[src/rtl/mux8_way16_pkg.sv]
// Shared constants and types for the eight-way word selector.
package mux_pkg;

    localparam int WIDTH_DEFAULT = 16;
    localparam int NUM_WAYS      = 8;
    localparam int SEL_W         = 3;

    typedef logic [WIDTH_DEFAULT-1:0] word_t;

endpackage : mux_pkg

[src/rtl/mux8_way16_if.sv]
// Bus bundle for the selector: eight candidate words, index, and qualified result.
interface mux8_way16_if
    import mux_pkg::*;
#(
    parameter int WIDTH = WIDTH_DEFAULT
);

    logic [WIDTH-1:0] a;
    logic [WIDTH-1:0] b;
    logic [WIDTH-1:0] c;
    logic [WIDTH-1:0] d;
    logic [WIDTH-1:0] e;
    logic [WIDTH-1:0] f;
    logic [WIDTH-1:0] g;
    logic [WIDTH-1:0] h;
    logic [SEL_W-1:0] sel;
    logic             in_valid;
    logic [WIDTH-1:0] out;
    logic             out_valid;

    modport master (
        output a, b, c, d, e, f, g, h, sel, in_valid,
        input  out, out_valid
    );

    modport slave (
        input  a, b, c, d, e, f, g, h, sel, in_valid,
        output out, out_valid
    );

endinterface : mux8_way16_if

[src/rtl/mux8_way16_mux2.sv]
// Two-input word selector; leaf cell of the eight-way selection tree.
module mux2_way16
    import mux_pkg::*;
#(
    parameter int WIDTH = WIDTH_DEFAULT
) (
    input  logic [WIDTH-1:0] a,
    input  logic [WIDTH-1:0] b,
    input  logic             sel,
    output logic [WIDTH-1:0] y
);

    // sel=0 passes a, sel=1 passes b
    always_comb begin
        if (sel) begin
            y = b;
        end else begin
            y = a;
        end
    end

endmodule : mux2_way16

[src/rtl/mux8_way16.sv]
// Eight-way word selector built as a three-level 2:1 tree, with an optional output register.
module mux8_way16
    import mux_pkg::*;
#(
    parameter int WIDTH      = WIDTH_DEFAULT,
    parameter bit REGISTERED = 1'b1
) (
    input  logic          clk,
    input  logic          rst_n,
    mux8_way16_if.slave   bus
);

    logic [WIDTH-1:0] l0_s [NUM_WAYS/2];
    logic [WIDTH-1:0] l1_s [NUM_WAYS/4];
    logic [WIDTH-1:0] sel_word_s;

    // Level 0 resolves sel[0] between adjacent word pairs.
    mux2_way16 #(.WIDTH(WIDTH)) u_l0_0 (.a(bus.a), .b(bus.b), .sel(bus.sel[0]), .y(l0_s[0]));
    mux2_way16 #(.WIDTH(WIDTH)) u_l0_1 (.a(bus.c), .b(bus.d), .sel(bus.sel[0]), .y(l0_s[1]));
    mux2_way16 #(.WIDTH(WIDTH)) u_l0_2 (.a(bus.e), .b(bus.f), .sel(bus.sel[0]), .y(l0_s[2]));
    mux2_way16 #(.WIDTH(WIDTH)) u_l0_3 (.a(bus.g), .b(bus.h), .sel(bus.sel[0]), .y(l0_s[3]));

    mux2_way16 #(.WIDTH(WIDTH)) u_l1_0 (.a(l0_s[0]), .b(l0_s[1]), .sel(bus.sel[1]), .y(l1_s[0]));
    mux2_way16 #(.WIDTH(WIDTH)) u_l1_1 (.a(l0_s[2]), .b(l0_s[3]), .sel(bus.sel[1]), .y(l1_s[1]));

    mux2_way16 #(.WIDTH(WIDTH)) u_l2_0 (.a(l1_s[0]), .b(l1_s[1]), .sel(bus.sel[2]), .y(sel_word_s));

    generate
        if (REGISTERED) begin : g_reg
            logic [WIDTH-1:0] out_r;
            logic             out_valid_r;

            // Capture on qualified cycles; out holds through idle cycles while valid drops.
            always_ff @(posedge clk) begin
                if (!rst_n) begin
                    out_r       <= {WIDTH{1'b0}};
                    out_valid_r <= 1'b0;
                end else if (bus.in_valid) begin
                    out_r       <= sel_word_s;
                    out_valid_r <= 1'b1;
                end else begin
                    out_r       <= out_r;
                    out_valid_r <= 1'b0;
                end
            end

            assign bus.out       = out_r;
            assign bus.out_valid = out_valid_r;
        end else begin : g_comb
            logic unused_clk_rst_s;

            assign unused_clk_rst_s = clk ^ rst_n;
            assign bus.out          = sel_word_s;
            assign bus.out_valid    = bus.in_valid;
        end
    endgenerate

endmodule : mux8_way16

[src/flat_wrapper.sv]
// flat-port wrapper written by rule: the top's interface ports become plain ports
module mux8_way16_flat import mux_pkg::*;
#(
    parameter int WIDTH      = WIDTH_DEFAULT,
    parameter bit REGISTERED = 1'b1
)
  (clk, rst_n, bus_a, bus_b, bus_c, bus_d, bus_e, bus_f, bus_g, bus_h, bus_sel, bus_in_valid, bus_out, bus_out_valid);
  mux8_way16_if #(.WIDTH(WIDTH)) bus_i ();
  input  logic clk;
  input  logic rst_n;
  input wire logic [$bits(bus_i.a)-1:0] bus_a;
  input wire logic [$bits(bus_i.b)-1:0] bus_b;
  input wire logic [$bits(bus_i.c)-1:0] bus_c;
  input wire logic [$bits(bus_i.d)-1:0] bus_d;
  input wire logic [$bits(bus_i.e)-1:0] bus_e;
  input wire logic [$bits(bus_i.f)-1:0] bus_f;
  input wire logic [$bits(bus_i.g)-1:0] bus_g;
  input wire logic [$bits(bus_i.h)-1:0] bus_h;
  input wire logic [$bits(bus_i.sel)-1:0] bus_sel;
  input wire logic [$bits(bus_i.in_valid)-1:0] bus_in_valid;
  output wire logic [$bits(bus_i.out)-1:0] bus_out;
  output wire logic [$bits(bus_i.out_valid)-1:0] bus_out_valid;
  assign bus_i.a = bus_a;
  assign bus_i.b = bus_b;
  assign bus_i.c = bus_c;
  assign bus_i.d = bus_d;
  assign bus_i.e = bus_e;
  assign bus_i.f = bus_f;
  assign bus_i.g = bus_g;
  assign bus_i.h = bus_h;
  assign bus_i.sel = bus_sel;
  assign bus_i.in_valid = bus_in_valid;
  assign bus_out = bus_i.out;
  assign bus_out_valid = bus_i.out_valid;
  mux8_way16 #(.WIDTH(WIDTH), .REGISTERED(REGISTERED)) u_core (.clk(clk), .rst_n(rst_n), .bus(bus_i));
endmodule
[config.mk]
export PLATFORM = sky130hd
export DESIGN_NAME = mux8_way16_flat
export DESIGN_NICKNAME = d
export VERILOG_FILES = /design/src/rtl/mux8_way16_pkg.sv /design/src/rtl/mux8_way16_if.sv /design/src/rtl/mux8_way16_mux2.sv /design/src/rtl/mux8_way16.sv /design/src/flat_wrapper.sv
export SDC_FILE = /design/constraint.sdc
export NUM_CORES = 1
export LEC_CHECK = 0
export ABC_AREA = 1
export BUFFER_PORTS_ARGS = -buffer_cell sky130_fd_sc_hd__buf_4
export CAP_MARGIN = 30
export CELL_PAD_IN_SITES_DETAIL_PLACEMENT = 1
export CELL_PAD_IN_SITES_GLOBAL_PLACEMENT = 2
export CORE_MARGIN = 4
export CORE_UTILIZATION = 19
export CTS_BUF_LIST = sky130_fd_sc_hd__clkbuf_8
export DETAILED_ROUTE_END_ITERATION = 8
export GPL_TIMING_DRIVEN = 0
export PLACE_DENSITY_LB_ADDON = 0.1
export SLEW_MARGIN = 30
export SYNTH_ARGS = -nofsm -noshare
export SYNTH_HDL_FRONTEND = slang
export SYNTH_SLANG_ARGS = --single-unit
[constraint.sdc]
create_clock -name clk -period 0.9 [get_ports clk]
set_input_delay 0 -clock clk [delete_from_list [all_inputs] [get_ports clk]]
set_output_delay 0 -clock clk [all_outputs]
set_load 0.02 [all_outputs]
==> summary.md <==
| Metric | Value |
|---|---|
| Run status | `finished clean` |
| Num CTS Buffers | `3` |
| Fin nets | `736` |
| Post-Syn Area | `2296 um^2` |
| P&R area growth vs syn | `58.69%` |
| Critical-path top delay cell | `buf_4` |
| MaxCap Viol Count | `0` |
| WL/cell | `14.58 um` |
| Residual DRC count | `0` |
| Path type of the worst setup path | `input pin to flop` |
| P per Cell Area | `808.4 nW/um^2` |
| List of most frequent post-synthesis cells | `145 x nand2_1, 130 x inv_1, 96 x nand3_1` |
| First-pass GRT wire length | `about 18 mm` |
| Worst-path fanout max | `10` |
| Routability congestion estimate | `~0.77` |
| Final Slew Violations | `0` |
| Die width | `117.9 um` |
| Total Routed Length | `10.85 mm` |
| Hold/Removal Path Class | `input pin to flop` |
| H-tree depth | `1` |
| Worst Path Buf+Inv | `3` |
| Antenna fix cells | `0` |
| Post-synth EDFFs | `0` |
| WP data arrival | `0.95 ns` |
| Die height | `117.9 um` |
| Full die area | `approximately 14000 um^2` |
| Worst setup EP type | `flop` |
| Vias per cell | `a little over 4` |
| Vias in the first global route | `3395` |
| I/O Buffers | `148` |
| All-Layer GR Usage | `between 10% and 20%` |
| Core Region | `11610 um^2` |
| Util after Layout | `31.37%` |
| Pre-Repair DR Iteration Count | `4` |
| Commonest register cell after synthesis | `dfxtp_1` |
| Fraction of registers with async set/reset | `0%` |
| Routed Antenna Nets | `0` |
| Worst-Margin Slew | `0.3537 ns` |
| Slew headroom | `76.42%` |
| Share of layout cells above drive strength 1 | `32.61%` |
| Cell family with the largest share of critical-path delay | `buffers and inverters` |
| Number of library cell types mapped by synthesis | `12` |
| I/O pin count | `between 150 and 200` |
| CTS Buffer Depth | `2` |
| CP Launch Type | `input pin` |
| Clock tree from TritonCTS | `done` |
| Synthesized Nets | `583` |
| RSZ-0062 raised after global routing | `false` |
| Core Rows | `39` |
| Overall power | `a little under 3000 uW` |
| Peak Freq | `about 1200 MHz` |
| Mean post-synth cell area | `5.113 um^2` |
| Final Hold Fails | `0` |
| Seq cells post-synth | `17` |
| Clk_skew | `0 ns` |
| Post-CTS Hold Fix Bufs | `0` |
| Endpoints failing setup | `0` |
| Starting Density | `19.77%` |
| Post-Synthesis Cells | `449` |
| Post-synthesis sequential area ratio | `14.82%` |
| Fin crit share | `90.05%` |
| Detailed Place HPWL | `9.232 mm` |
| Largest net degree at the start of global routing | `11` |
| Worst-path cell chain | `buf_4 > inv_4 > buf_4 > nand2_1 > nand3_1 > nand3_1 > nand2_2 > a21oi_2` |
| Area contributors post-synth | `nand2_1 24%, inv_1 21%, nand3_1 21%, dfxtp_1 15%, a21oi_2 6.1%` |
| P_leak | `between 0.002 and 0.0025 uW` |
| DRT iter0 DRCs | `just under 200` |
| Clk Latency, worst-skew pair | `about 0.25 ns` |
| Via Count | `3095` |
| Fin crit period | `0.8104 ns` |
| Largest area contributor in the netlist | `nand2_1` |
| Clock Pin Slew Worst Setup and Hold Paths | `about 0.060 ns` |
| Post-synth top area share | `a little under a quarter` |
| Peak VDD IR | `292.9 uV` |
| Initial antenna violation count | `0` |
| Clock tree sinks | `17` |
| Critical Path RT | `1.04 ns` |
| Most numerous cell in the Yosys netlist | `nand2_1` |
| Max stage delay on crit path | `0.20 ns` |
| Global route overflow | `0` |
| Synth warnings | `0` |
| Root buffer cell | `clkbuf_8` |
-- report_power, final --
part	internal, uW	leakage [uW]	switching, uW	total, uW
registers	815	0.000142	31.1	846
clock network	303	0.0000269	252	555
logic	759	0.00214	785	1540
total	1880	0.00231	1070	2950
-- cell families after synthesis --
logic type	synth area share [%]
DFF	14.82
buffers and inverters	30.95
AOI/OAI and AO/OA	9.591
and+or+nand+nor	44.63
-- cell usage in the layout, fill, tap and decap left out --
| master | n |
|---|---|
| dfxtp_1 | 17 |
| clkbuf_8 | 3 |
| buf_1 | 1 |
| nand2_2 | 1 |
| buf_2 | 7 |
| a21oi_2 | 16 |
| nand3_1 | 96 |
| nand2_1 | 144 |
| inv_2 | 1 |
| buf_4 | 155 |
| inv_1 | 130 |
| buf_6 | 11 |
| clkbuf_1 | 1 |
| inv_4 | 1 |
| clkinvlp_4 | 1 |
| o21ai_0 | 16 |
-- metrics by stage --
stage | area, um^2 | hold WS, ns | setup TNS [ns] | setup slack, ns | instances
floorplan | 2296 | 0.1572 | 0 | 0.1464 | 449
global placement | 3586 | 0.3338 | -3.931 | -0.3108 | 740
detailed placement | 3586 | 0.3317 | -4.391 | -0.3356 | 740
CTS | 3637 | 0.06324 | 0 | 0.02828 | 744
global route | 3643 | 0.06340 | 0 | 0.01238 | 744
finish | 3643 | 0.06713 | 0 | 0.08956 | 744
-- sequential cells by signal, indices dropped and copies added, names as in the netlist --
signal / count
u_core.bus.out_valid: 1
u_core.bus.out: 16
-- final timing paths --
| path | startpoint | endpoint | slack (ns) | cells past startpoint |
|---|---|---|---|---|
| max reg2reg | u_core.bus.out[9]$_SDFFE_PN0P_ | u_core.bus.out[9]$_SDFFE_PN0P_ | 0.21 | 2 |
| min | rst_n | u_core.bus.out[13]$_SDFFE_PN0P_ | 0.07 | 3 |
| max | bus_sel[0] | u_core.bus.out[12]$_SDFFE_PN0P_ | 0.09 | 8 |
| min reg2reg | u_core.bus.out[15]$_SDFFE_PN0P_ | u_core.bus.out[15]$_SDFFE_PN0P_ | 0.54 | 2 |
-- what timing repair did --
action,4_1_cts,5_1_grt
setup endpoints to repair,9,4
setup buffers,0,0
resized for setup,3,2
cloned,0,0
-- layout make-up --
cell class,instances,area [um^2]
Buffer,27,219.0
Clock buffer,3,41.29
Clock inverter,1,3.754
Fill cell,1591,7970
Inverter,132,501.7
Multi-Input combinational cell,273,1247
Sequential cell,17,340.3
Tap cell,143,178.9
Timing Repair Buffer,148,1111
-- per-layer routing --
metal,track usage (%),vias to the layer above,routed length [um]
li1,-,1622,-
met1,21.15,1380,5112
met2,26.09,86,5046
met3,3.268,7,612
met4,1.758,0,73
met5,0,-,0
-- worst reg2reg max path, cell delays in order, from the launching register on --
cell	delay (ns)
dfxtp_1	0.33
o21ai_0	0.21
a21oi_2	0.04
(Power assumes the default switching activity.)
